### config.mk
export PLATFORM = sky130hd
export DESIGN_NAME = mma_result_serializer
export DESIGN_NICKNAME = d
export VERILOG_FILES = /design/src/rtl/mma_result_serializer.sv
export SDC_FILE = /design/constraint.sdc
export NUM_CORES = 1
export LEC_CHECK = 0
export CAP_MARGIN = 20
export CORE_AREA = 2 2 432 434
export DETAILED_ROUTE_END_ITERATION = 12
export DIE_AREA = 0 0 434 436
export HOLD_SLACK_MARGIN = 0.03
export PLACE_DENSITY_LB_ADDON = 0.12
export REMOVE_ABC_BUFFERS = 1
export SYNTH_ARGS = -nofsm -noshare
export SYNTH_HDL_FRONTEND = slang
export SYNTH_SLANG_ARGS = --single-unit
### constraint.sdc
create_clock -name clk_i -period 24.4 [get_ports clk_i]
set_input_delay 2.44 -clock clk_i [delete_from_list [all_inputs] [get_ports clk_i]]
set_output_delay 2.44 -clock clk_i [all_outputs]
set_load 0.01 [all_outputs]
### src/rtl/mma_result_serializer.sv
// Captures one M x N MMA result matrix, narrows each element to OUT_P bits, and streams it
// out one row per beat; row 0 appears 1 cycle after accept, rows are held while out_ready_i is low.
module mma_result_serializer #(
    parameter int M      = 8,
    parameter int N      = 4,
    parameter int P      = 8,
    parameter int OUT_P  = 16,
    parameter int SAT_EN = 1,
    parameter int IDXW   = (M > 1) ? $clog2(M) : 1
) (
    input  logic                        clk_i,
    input  logic                        rst_i,
    input  logic                        in_valid_i,
    output logic                        in_ready_o,
    input  logic signed [4*P-1:0]       d_i [M][N],
    output logic                        out_valid_o,
    input  logic                        out_ready_i,
    output logic signed [OUT_P-1:0]     out_row_o [N],
    output logic        [IDXW-1:0]      out_idx_o,
    output logic                        out_last_o,
    output logic                        out_sat_o
);
    localparam int IW = 4 * P;
    // Clamp bounds in input precision; for OUT_P == IW the compares can never fire.
    localparam logic signed [IW-1:0] C_MAX = (IW'(1) << (OUT_P - 1)) - IW'(1);
    localparam logic signed [IW-1:0] C_MIN = ~C_MAX;

    typedef enum logic {S_IDLE, S_SEND} state_t;

    state_t                   r_state;
    logic [IDXW-1:0]          r_cnt;
    logic signed [OUT_P-1:0]  r_hold [M][N];
    logic                     r_sat  [M];

    logic signed [OUT_P-1:0]  w_nar  [M][N];
    logic                     w_rsat [M];
    logic                     w_last;
    logic                     w_rdy;
    logic                     w_take;

    function automatic logic f_clip(input logic signed [IW-1:0] d);
        return (SAT_EN != 0) && ((d > C_MAX) || (d < C_MIN));
    endfunction

    function automatic logic signed [OUT_P-1:0] f_narrow(input logic signed [IW-1:0] d);
        if (f_clip(d))
            return d[IW-1] ? C_MIN[OUT_P-1:0] : C_MAX[OUT_P-1:0];
        return d[OUT_P-1:0];
    endfunction

    always_comb begin
        for (int r = 0; r < M; r++) begin
            w_rsat[r] = 1'b0;
            for (int c = 0; c < N; c++) begin
                w_nar[r][c] = f_narrow(d_i[r][c]);
                w_rsat[r]   = w_rsat[r] | f_clip(d_i[r][c]);
            end
        end
    end

    assign w_last     = (r_cnt == IDXW'(M - 1));
    // A new matrix may land in the same cycle the final row is handed off.
    assign w_rdy      = (r_state == S_IDLE) || (out_ready_i && w_last);
    assign w_take     = in_valid_i && w_rdy;
    assign in_ready_o = !rst_i && w_rdy;

    always_ff @(posedge clk_i or posedge rst_i) begin
        if (rst_i) begin
            r_state <= S_IDLE;
            r_cnt   <= '0;
        end else begin
            case (r_state)
                S_IDLE: begin
                    r_cnt <= '0;
                    if (in_valid_i)
                        r_state <= S_SEND;
                end
                S_SEND: begin
                    if (out_ready_i) begin
                        if (w_last) begin
                            r_cnt <= '0;
                            if (!in_valid_i)
                                r_state <= S_IDLE;
                        end else begin
                            r_cnt <= r_cnt + IDXW'(1);
                        end
                    end
                end
                default: begin
                    r_state <= S_IDLE;
                    r_cnt   <= '0;
                end
            endcase
        end
    end

    // Payload storage needs no reset: outputs are masked outside SEND.
    always_ff @(posedge clk_i) begin
        if (w_take) begin
            for (int r = 0; r < M; r++) begin
                r_sat[r] <= w_rsat[r];
                for (int c = 0; c < N; c++)
                    r_hold[r][c] <= w_nar[r][c];
            end
        end
    end

    assign out_valid_o = (r_state == S_SEND);
    assign out_idx_o   = r_cnt;
    assign out_last_o  = out_valid_o && w_last;
    assign out_sat_o   = out_valid_o && r_sat[r_cnt];

    always_comb begin
        for (int c = 0; c < N; c++)
            out_row_o[c] = out_valid_o ? r_hold[r_cnt][c] : '0;
    end
endmodule

# ---- Word level (Yosys, flattened, before mapping)
# Memory sizes are Yosys's and may differ from the RTL's.
# Index checks and enable logic that the tools add are counted.
dict set report op_classes {
  mux 141
  bitwise_logic 25
  eq_ne 2
  n_addsub 1
  reduce_logical 39
  order_cmp 64
}
# op count
set op_table {}
lappend op_table {{2-to-1 mux 16 bit} 100}
lappend op_table {{greater-than comparator 32 x 16 -> 1 bit, second input constant} 32}
lappend op_table {{less-than comparator 32 x 16 -> 1 bit, second input constant} 32}
lappend op_table {{2-to-1 mux 1 bit} 37}
lappend op_table {{logical OR 1 bit} 33}
lappend op_table {{OR 1 bit} 24}
lappend op_table {{2-to-1 mux 3 bit} 2}
lappend op_table {{case mux 3 bit (2 select lines)} 1}
lappend op_table {{logical AND 1 bit} 5}
lappend op_table {{adder 3 x 1 -> 3 bit, second input constant} 1}
lappend op_table {{== test 3 bit, second input constant} 1}
lappend op_table {{inequality test 2 bit, second input constant} 1}
lappend op_table {{case mux 1 bit (2 select lines)} 1}
lappend op_table {{logical NOT 1 bit} 1}
lappend op_table {{NOT 1 bit} 1}
dict set report totals {
  inputBits 1028
  n_memories 2
  mem_bits_rw 520
  ff_bits 4
  out_inout_bits 71
}
# memory depth word_bits read_ports rd_clocked_by_memory_dff wr line_no
set memory_table {}
lappend memory_table {r_hold 8 64 1 0 8 32} ;# logic signed [OUT_P-1:0] r_hold [M][N];
lappend memory_table {r_sat 8 1 1 0 8 33} ;# logic r_sat [M];

# ---- Logic depth before layout (Yosys ltp)
# Gate-level depths: netlist of run 1.
dict set report depth {
  word_depth 6
  ltp_mapped 7
}

# ---- Worst setup path before layout of run 1
# OpenSTA, ideal clock, no wires.
dict set report synth_timing {
  path_kind {input port to flip-flop}
  start {input port out_ready_i}
  end {memory r_hold[0][0] (netlist bit) (enable)}
  slack_ns -2.367
  t_required_ns 22.929
  arrival_time_ns 25.297
  setup_ns 1.471
  path_stages 2
  path_cell_list {a21boi_0 nor2b_1}
}
# item line_no
set synth_rtl {}
lappend synth_rtl {{start, declared} 17} ;# input logic out_ready_i,
lappend synth_rtl {{end, declared} 32}

==> flow_summary_export.csv, run 1 <==
group,metric,value,unit
finish,drive_gt1_frac,0.1149,
placement,gp_congestion,0.7897,
grt,globalRouteOverflowTotal,0,
timing,worst_slack,17.47,ns
worst_setup_path,cp.required,21.96,ns
clocking,ctsResizeCount,0,
floorplanning,rows,158,
logic_synthesis,synthSimpleGateAreaFrac,0.1039,
worst_setup_path,cp-end-kind,"output pin",
timing,post-route-period-util,0.2838,
route,vias_per_cell,3.987,
timing,hold_viol,0,
route,routed_wl,143800,um
pwr,power,3.430,mW
clocking,root_buffer,"clkbuf_16",
finish,final_cells,5557,
clocking,cts_sinks,524,
min_path,hold_class,"flop to flop",
worst_setup_path,cp.arrival,4.49,ns
clocking,clock_latency,0.65,ns
route,first_pass_iters,5,
floorplanning,die-area,189200,um2
logic_synthesis,synth_top_family_by_area,"compound AO/OA/AOI/OAI gates",
logic_synthesis,synth_cell_types,27,
clocking,cts_tree,"yes",
grt,first_global_vias,23886,
grt,grt_pass1_wl,191800,um
logic_synthesis,synth_compound_area_frac,0.1510,
pwr,power_density,78.10,nW/um2
floorplanning,chipWidth,434,um
worst_setup_path,cp-start-kind,"flop",
logic_synthesis,syn-mean-instance-area,14.05,um2
logic_synthesis,muxShareOfSynthArea,0.1389,
worst_setup_path,crit_type,"flop to output pin",
grt,grt_max_degree,136,
clocking,cts_made_buffers,74,
timing,period_needed,6.925,ns
timing,fmax,144.4,MHz
grt,antenna_found_initial,41,
pwr,p_leak,15.97,nW
finish,finalInstanceArea,43910,um2
clocking,htree_levels,3,
pwr,ir_worst_vdd,62.67,uV
run_status,run_status,"completed",
clocking,post_cts_buffers,0,
timing,tightest_slew,1.166,ns
floorplanning,ios,1099,
floorplanning,dieHeight,436,um
logic_synthesis,syn_inst,1922,
logic_synthesis,ys_seq_area_frac,0.5821,
route,ant_nets,0,
logic_synthesis,ys.warnings.count,0,
timing,finalSetupTns,0,ns
placement,port-buffer-count,1098,
clocking,cts_max_path_buffers,3,
timing,rsz0062_at_grt,"false",
timing,hold-worst-slack,1.117,ns
finish,syn2layout_area_growth,62.66,%
finish,fill_cells,19763,
route,drtIter0Drc,1022,
finish,final_cell_mix,"1098 x clkdlybuf4s50_1, 520 x edfxtp_1, 465 x a21o_1",
route,wire_per_inst,25.87,um
timing,max_slew_margin,0.2227,
finish,fin_util,0.2378,
logic_synthesis,yosys.area.top_type,"edfxtp_1",
logic_synthesis,yosys.area_share.xor_xnor,0,
worst_setup_path,worstPathMaxFanout,88,
job,cap_viol_max_count,0,
floorplanning,coreArea,184600,um2
clocking,clk_pin_slew,0.05,ns
logic_synthesis,synthAdderAreaFrac,0.0009269,
placement,pre_cts_slack,17.07,ns
timing,fin_skew,0.02375,ns
timing,slew_violations,0,
clocking,cts_hold_buf,0,
floorplanning,initial_core_util,0.1462,
logic_synthesis,syn_area,27000,um2
min_path,holdPathStages,3,
placement,dp_hpwl,105500,um
finish,fin_nets,4027,
placement,place_area,41320,um2
route,vias,22153,
timing,setup_violations,0,
logic_synthesis,synth_top_area_frac,0.5784,
placement,dpl.cell_count,5399,
logic_synthesis,synth-seq-cells,524,
worst_setup_path,reg2regPathDepth,8,
finish,layout_commonest_cell,"clkdlybuf4s50_1",
route,drc,0,
grt,grt.total_usage,0.1458,
logic_synthesis,synthTopCellsByArea,"edfxtp_1 58%, a21o_1 13%, mux4_2 11%, nand4_1 3.2%, mux2i_1 3.0%",
kinds of logic (layout without fill, tap and decap cells):
family,Yosys count,after routing
other,0,22
adders and majority gates,2,2
buffers and inverters,158,1291
DFF,524,524
and+or+nand+nor,496,496
AOI/OAI and AO/OA,530,530
muxes,212,212
worst max-delay path, cell delays in order (launching register included):
cell	delay, ns
dfrtp_4	0.63
buf_12	0.53
buf_4	0.78
mux4_2	0.65
mux2i_1	0.16
nor2b_1	0.06
clkdlybuf4s50_1	0.59
cells in the mapped netlist:
cell type / count
edfxtp_1: 520
a21o_1: 465
nand4_1: 136
mux4_2: 130
nor4_1: 127
clkbuf_1: 116
nor2_1: 96
mux2i_1: 82
nor2b_1: 68
nand2_1: 32
a311oi_1: 31
a31o_2: 31
and3_1: 31
inv_1: 16
buf_2: 15
buf_1: 9
dfrtp_1: 4
a21boi_0: 2
buf_6: 2
ha_1: 2
and2_1: 1
nand2b_1: 1
nand3b_1: 1
nand4_2: 1
nor4_4: 1
o41ai_4: 1
or2_2: 1
final timing paths:
kind	startpoint	endpoint	slack, ns
min in group asynchronous	rst_i	out_valid_o$_DFF_PP0_	2.04
max in group asynchronous	rst_i	out_idx_o[0]$_DFFE_PP0P_	22.14
setup / recovery	out_idx_o[0]$_DFFE_PP0P_	out_row_o[13]	17.47
setup reg to reg	out_idx_o[1]$_DFFE_PP0P_	r_hold[7][61]$_DFFE_PP_	19.14
hold reg to reg	out_idx_o[2]$_DFFE_PP0P_	out_idx_o[2]$_DFFE_PP0P_	1.12
hold / removal	out_idx_o[2]$_DFFE_PP0P_	out_idx_o[2]$_DFFE_PP0P_	1.12
state kept, by name, summed over array words and instances, names as in the netlist:
register	cells
r_hold	512
out_idx_o	3
r_sat	8
out_valid_o	1
layer usage:
| metal | global-route usage | wire (um) | share of wire |
|---|---|---|---|
| met1 | 0.1604 | 54850 | 0.38 |
| met3 | 0.02902 | 7084 | 0.049 |
| met2 | 0.2726 | 76790 | 0.53 |
| met4 | 0.05427 | 4983 | 0.035 |
| met5 | 0 | 57 | 0.00040 |
power by group:
group	total, mW	switching (mW)	internal [mW]
sequential	1.13	0.0471	1.08
combinational	1.16	0.547	0.614
clock	1.14	0.458	0.684
cell type report:
| class | instances | area, um2 | share of cell area |
|---|---|---|---|
| clock inverters | 39 | 543.0 | 0.01237 |
| multi-input cells | 1240 | 11080 | 0.2524 |
| flip-flops and latches | 524 | 15730 | 0.3582 |
| well taps | 2480 | 3103 | 0.07066 |
| clock buffers | 95 | 1973 | 0.04493 |
| inverters | 16 | 60.06 | 0.001368 |
| repair buffers | 1141 | 11370 | 0.2589 |
| diodes | 22 | 55.05 | 0.001254 |
Note: power is estimated with default switching activity, not from simulation.
==> run 2: changes to the inputs <==
- clock period: 24.4 -> 5.7 ns (I/O delays scaled with it)
==> flow_summary_export.csv, run 2 (same netlist as run 1, synthesis figures left out) <==
group,metric,value,unit
finish,final_cell_mix,"1098 x clkdlybuf4s50_1, 520 x edfxtp_1, 465 x a21o_1",
route,vias_per_cell,4.006,
grt,grt_max_degree,116,
job,cap_viol_max_count,0,
clocking,cts_max_path_buffers,3,
timing,fmax,250.5,MHz
worst_setup_path,cp-start-kind,"flop",
finish,fin_nets,4039,
route,wire_per_inst,26.19,um
timing,period_needed,3.991,ns
run_status,run_status,"completed",
floorplanning,rows,158,
worst_setup_path,worstPathMaxFanout,37,
floorplanning,initial_core_util,0.1462,
worst_setup_path,cp.arrival,3.42,ns
clocking,cts_tree,"yes",
clocking,clock_latency,0.65,ns
timing,rsz0062_at_grt,"false",
route,drtIter0Drc,1245,
placement,gp_congestion,0.7860,
clocking,root_buffer,"clkbuf_16",
worst_setup_path,worst-path-buf-inv,2,
floorplanning,die-area,189200,um2
finish,largest_reg_flops,512,
clocking,post_cts_buffers,0,
timing,slew_violations,0,
timing,finalSetupTns,0,ns
floorplanning,ios,1099,
clocking,cts_sinks,524,
worst_setup_path,cp.required,5.13,ns
min_path,hold_class,"input port to asynchronous set/reset pin",
finish,syn2layout_area_growth,61.92,%
timing,tightest_slew,1.072,ns
grt,grt.total_usage,0.1487,
clocking,htree_levels,3,
timing,worst_slack,1.709,ns
worst_setup_path,crit_family,"buffers and inverters",
finish,top_register,"r_hold",
pwr,power_density,322.7,nW/um2
grt,first_global_vias,24412,
placement,dp_hpwl,108600,um
clocking,clk_pin_slew,0.06,ns
route,drc,0,
pwr,ir_worst_vdd,180.5,uV
route,routed_wl,145600,um
clocking,ctsResizeCount,0,
worst_setup_path,critPathSlowestCell,"dfrtp_4",
grt,globalRouteOverflowTotal,0,
finish,fin_util,0.2367,
worst_setup_path,cp_cell_sequence,"buf_4 > mux4_2 > mux2i_1 > nor2b_1 > clkdlybuf4s50_1",
finish,drive_gt1_frac,0.1154,
worst_setup_path,slowest_delay,0.93,ns
floorplanning,chipWidth,434,um
pwr,p_leak,15.89,nW
finish,layout_commonest_cell,"clkdlybuf4s50_1",
route,vias,22267,
timing,hold_viol,0,
grt,grt_pass1_wl,195600,um
timing,post-route-period-util,0.7002,
timing,fin_skew,0.01330,ns
floorplanning,coreArea,184600,um2
placement,port-buffer-count,1098,
route,first_pass_iters,5,
clocking,cts_hold_buf,0,
timing,setup_violations,0,
timing,max_slew_margin,0.2854,
grt,antenna_found_initial,42,
clocking,cts_made_buffers,72,
worst_setup_path,crit_type,"flop to output pin",
worst_setup_path,cp-end-kind,"output pin",
placement,pre_cts_slack,2.069,ns
floorplanning,dieHeight,436,um
route,ant_nets,0,
==> run 2: cell type report <==
class                      instances  area (um2)
fill                           19657      140900
sequential                       524       15730
timing repair buffer            1155       11550
multi-input combinational       1240       11080
tap                             2480        3103
clock buffer                      93        1902
clock inverter                    32       244.0
inverter                          16       60.06
antenna                           18       45.04
==> run 2: worst register-to-register path: stages, from the launching register on <==
cell	delay [ns]
dfrtp_4	0.93
ha_1	0.29
ha_1	0.19
a21boi_0	0.21
nor2b_4	0.77
buf_12	0.59
==> run 2: report_power, final <==
group	switching (mW)	internal [mW]	total [mW]
clock	1.88	2.41	4.29
combinational	2.19	2.68	4.87
sequential	0.329	4.61	4.94
==> run 2: metrics by stage <==
step / power (mW) / cell area, um2 / cells / hold WS (ns)
CTS: 14.52 / 43660 / 5539 / 0.1056
detailed placement: 10.08 / 41510 / 5414 / 0.8529
finish: 14.11 / 43710 / 5558 / 0.1853
global placement: 10.09 / 41500 / 5413 / 0.8806
floorplan: 7.827 / 26430 / 1780 / 0.3361
global route: 14.83 / 43700 / 5553 / 0.1403
==> run 2: metal layers <==
metal | routed length, um | GRT usage | up-vias
li1 | - | - | 10129
met1 | 57250 | 0.1699 | 11224
met2 | 77250 | 0.2757 | 726
met3 | 7175 | 0.02892 | 176
met4 | 3833 | 0.04531 | 12
met5 | 66 | 0 | -
==> run 2: final timing paths <==
path | start | endpoint | slack [ns] | depth (start not counted)
worst max-delay path | out_idx_o[1]$_DFFE_PP0P_ | out_row_o[59] | 1.71 | 5
worst min-delay path | rst_i | out_valid_o$_DFF_PP0_ | 0.19 | 2
worst max register to register | out_idx_o[1]$_DFFE_PP0P_ | r_hold[4][55]$_DFFE_PP_ | 2.26 | 5
worst min register to register | out_valid_o$_DFF_PP0_ | out_idx_o[1]$_DFFE_PP0P_ | 0.96 | 1
max in group asynchronous | rst_i | out_idx_o[0]$_DFFE_PP0P_ | 5.32 | 2
min in group clk_i | in_valid_i | out_valid_o$_DFF_PP0_ | 0.54 | 2
==> run 3: changes to the inputs <==
- clock period: 5.7 -> 4.2 ns (I/O delays scaled with it)
==> flow_summary_export.csv, run 3 (same netlist as run 1, synthesis figures left out) <==
group,metric,value,unit
pwr,p_leak,15.92,nW
timing,finalSetupTns,0,ns
clocking,ctsResizeCount,0,
run_status,run_status,"completed",
min_path,holdCritStartpoint,"d_i[516]",
finish,finalInstanceArea,43870,um2
timing,hold-worst-slack,0.4193,ns
timing,setup_violations,0,
worst_setup_path,worstPathMaxFanout,27,
timing,tightest_slew,1.082,ns
finish,largest_reg_flops,512,
pwr,ir_worst_vdd,291.8,uV
clocking,cts_max_path_buffers,3,
worst_setup_path,cp.required,3.78,ns
finish,syn2layout_area_growth,62.49,%
placement,gp_congestion,0.7925,
clocking,cts_sinks,524,
route,wire_per_inst,26.03,um
floorplanning,die-area,189200,um2
min_path,holdPathStages,2,
floorplanning,ios,1099,
floorplanning,dieHeight,436,um
floorplanning,rows,158,
route,first_pass_iters,4,
clocking,post_cts_buffers,0,
grt,grt.total_usage,0.1476,
pwr,power_density,440.9,nW/um2
clocking,htree_levels,3,
pwr,power,19.34,mW
finish,fin_util,0.2376,
finish,layout_commonest_cell,"clkdlybuf4s50_1",
worst_setup_path,reg2reg_to,"r_hold[7][6]$_DFFE_PP_",
route,drc,0,
worst_setup_path,cp-start-kind,"flop",
finish,fin_nets,4040,
clocking,clock_latency,0.65,ns
floorplanning,coreArea,184600,um2
timing,worst_slack,0.3536,ns
timing,slew_violations,0,
finish,final_cells,5571,
placement,dp_hpwl,107900,um
timing,max_slew_margin,0.2787,
worst_setup_path,reg2reg_from,"out_idx_o[0]$_DFFE_PP0P_",
grt,grt_pass1_wl,194300,um
route,ant_nets,0,
route,vias_per_cell,4.009,
worst_setup_path,rrSetupSlack,1.11,ns
clocking,cts_made_buffers,74,
route,drtIter0Drc,1088,
placement,place_area,41530,um2
min_path,hold_class,"input port to flop",
floorplanning,initial_core_util,0.1462,
timing,post-route-period-util,0.9158,
clocking,cts_tree,"yes",
timing,fin_skew,0.02666,ns
finish,top_register,"r_hold",
worst_setup_path,crit_type,"flop to output pin",
worst_setup_path,cp-end-kind,"output pin",
finish,final_cell_mix,"1098 x clkdlybuf4s50_1, 520 x edfxtp_1, 465 x a21o_1",
timing,rsz0062_at_grt,"false",
grt,antenna_found_initial,45,
route,vias,22334,
placement,pre_cts_slack,0.8973,ns
timing,hold_viol,0,
timing,fmax,260.0,MHz
worst_setup_path,critPathLaunch,"out_idx_o[0]$_DFFE_PP0P_",
route,routed_wl,145000,um
grt,globalRouteOverflowTotal,0,
placement,port-buffer-count,1098,
clocking,root_buffer,"clkbuf_16",
clocking,cts_hold_buf,1,
grt,first_global_vias,24420,
floorplanning,chipWidth,434,um
min_path,whs_endpoint,"r_hold[3][4]$_DFFE_PP_",
clocking,clk_pin_slew,0.06,ns
worst_setup_path,reg2regPathDepth,6,
timing,period_needed,3.846,ns
finish,drive_gt1_frac,0.1146,
worst_setup_path,cp.arrival,3.43,ns
grt,grt_max_degree,89,
job,cap_viol_max_count,0,
placement,dpl.cell_count,5411,
run 3: cell count changes in the layout (fill, tap and decap cells not counted), moves of 4 or more:
| cell | previous run | this run |
|---|---|---|
| clkbuf_16 | 73 | 77 |
| diode_2 | 18 | 29 |
| clkinv_2 | 11 | 6 |
| clkbuf_1 | 20 | 15 |
| clkinv_1 | 10 | 18 |
| buf_4 | 46 | 41 |
run 3: how the worst max path moves through the flow:
stage	to	slack [ns]	depth (start not counted)
after floorplan	r_hold[0][0]$_DFFE_PP_	-25.86	4
after global placement	out_row_o[34]	0.85	5
after detailed placement	out_row_o[34]	0.90	5
after CTS	out_row_o[34]	0.13	5
after global routing	out_row_o[34]	0.11	5
final	out_row_o[34]	0.35	5
run 3: layer usage:
layer,GRT usage,wire length [um],up-vias
met4,0.05774,4706,10
li1,-,-,10135
met3,0.03073,7660,175
met5,0,71,-
met1,0.1641,55370,11270
met2,0.2717,77200,744
run 3: area by class of cell:
cell class	count	area [um2]
sequential	524	15730
fill	19704	140800
antenna	29	72.57
inverter	16	60.06
timing repair buffer	1154	11570
clock buffer	92	1983
clock inverter	36	244.0
tap	2480	3103
multi-input combinational	1240	11100
run 3: critical path: stages (launching register included):
cell and delay [ns]:
dfrtp_4 0.86, buf_4 0.43, mux4_2 0.27, mux2i_1 0.07, nor2b_1 0.46, clkdlybuf4s50_1 0.65
run 3: power by group:
group	switching [mW]	internal, mW	leakage (nW)	total [mW]
logic	3.16	3.65	10.1	6.81
clock network	2.54	3.41	1.07	5.95
registers	0.316	6.26	4.73	6.58
total	6.02	13.3	15.9	19.3
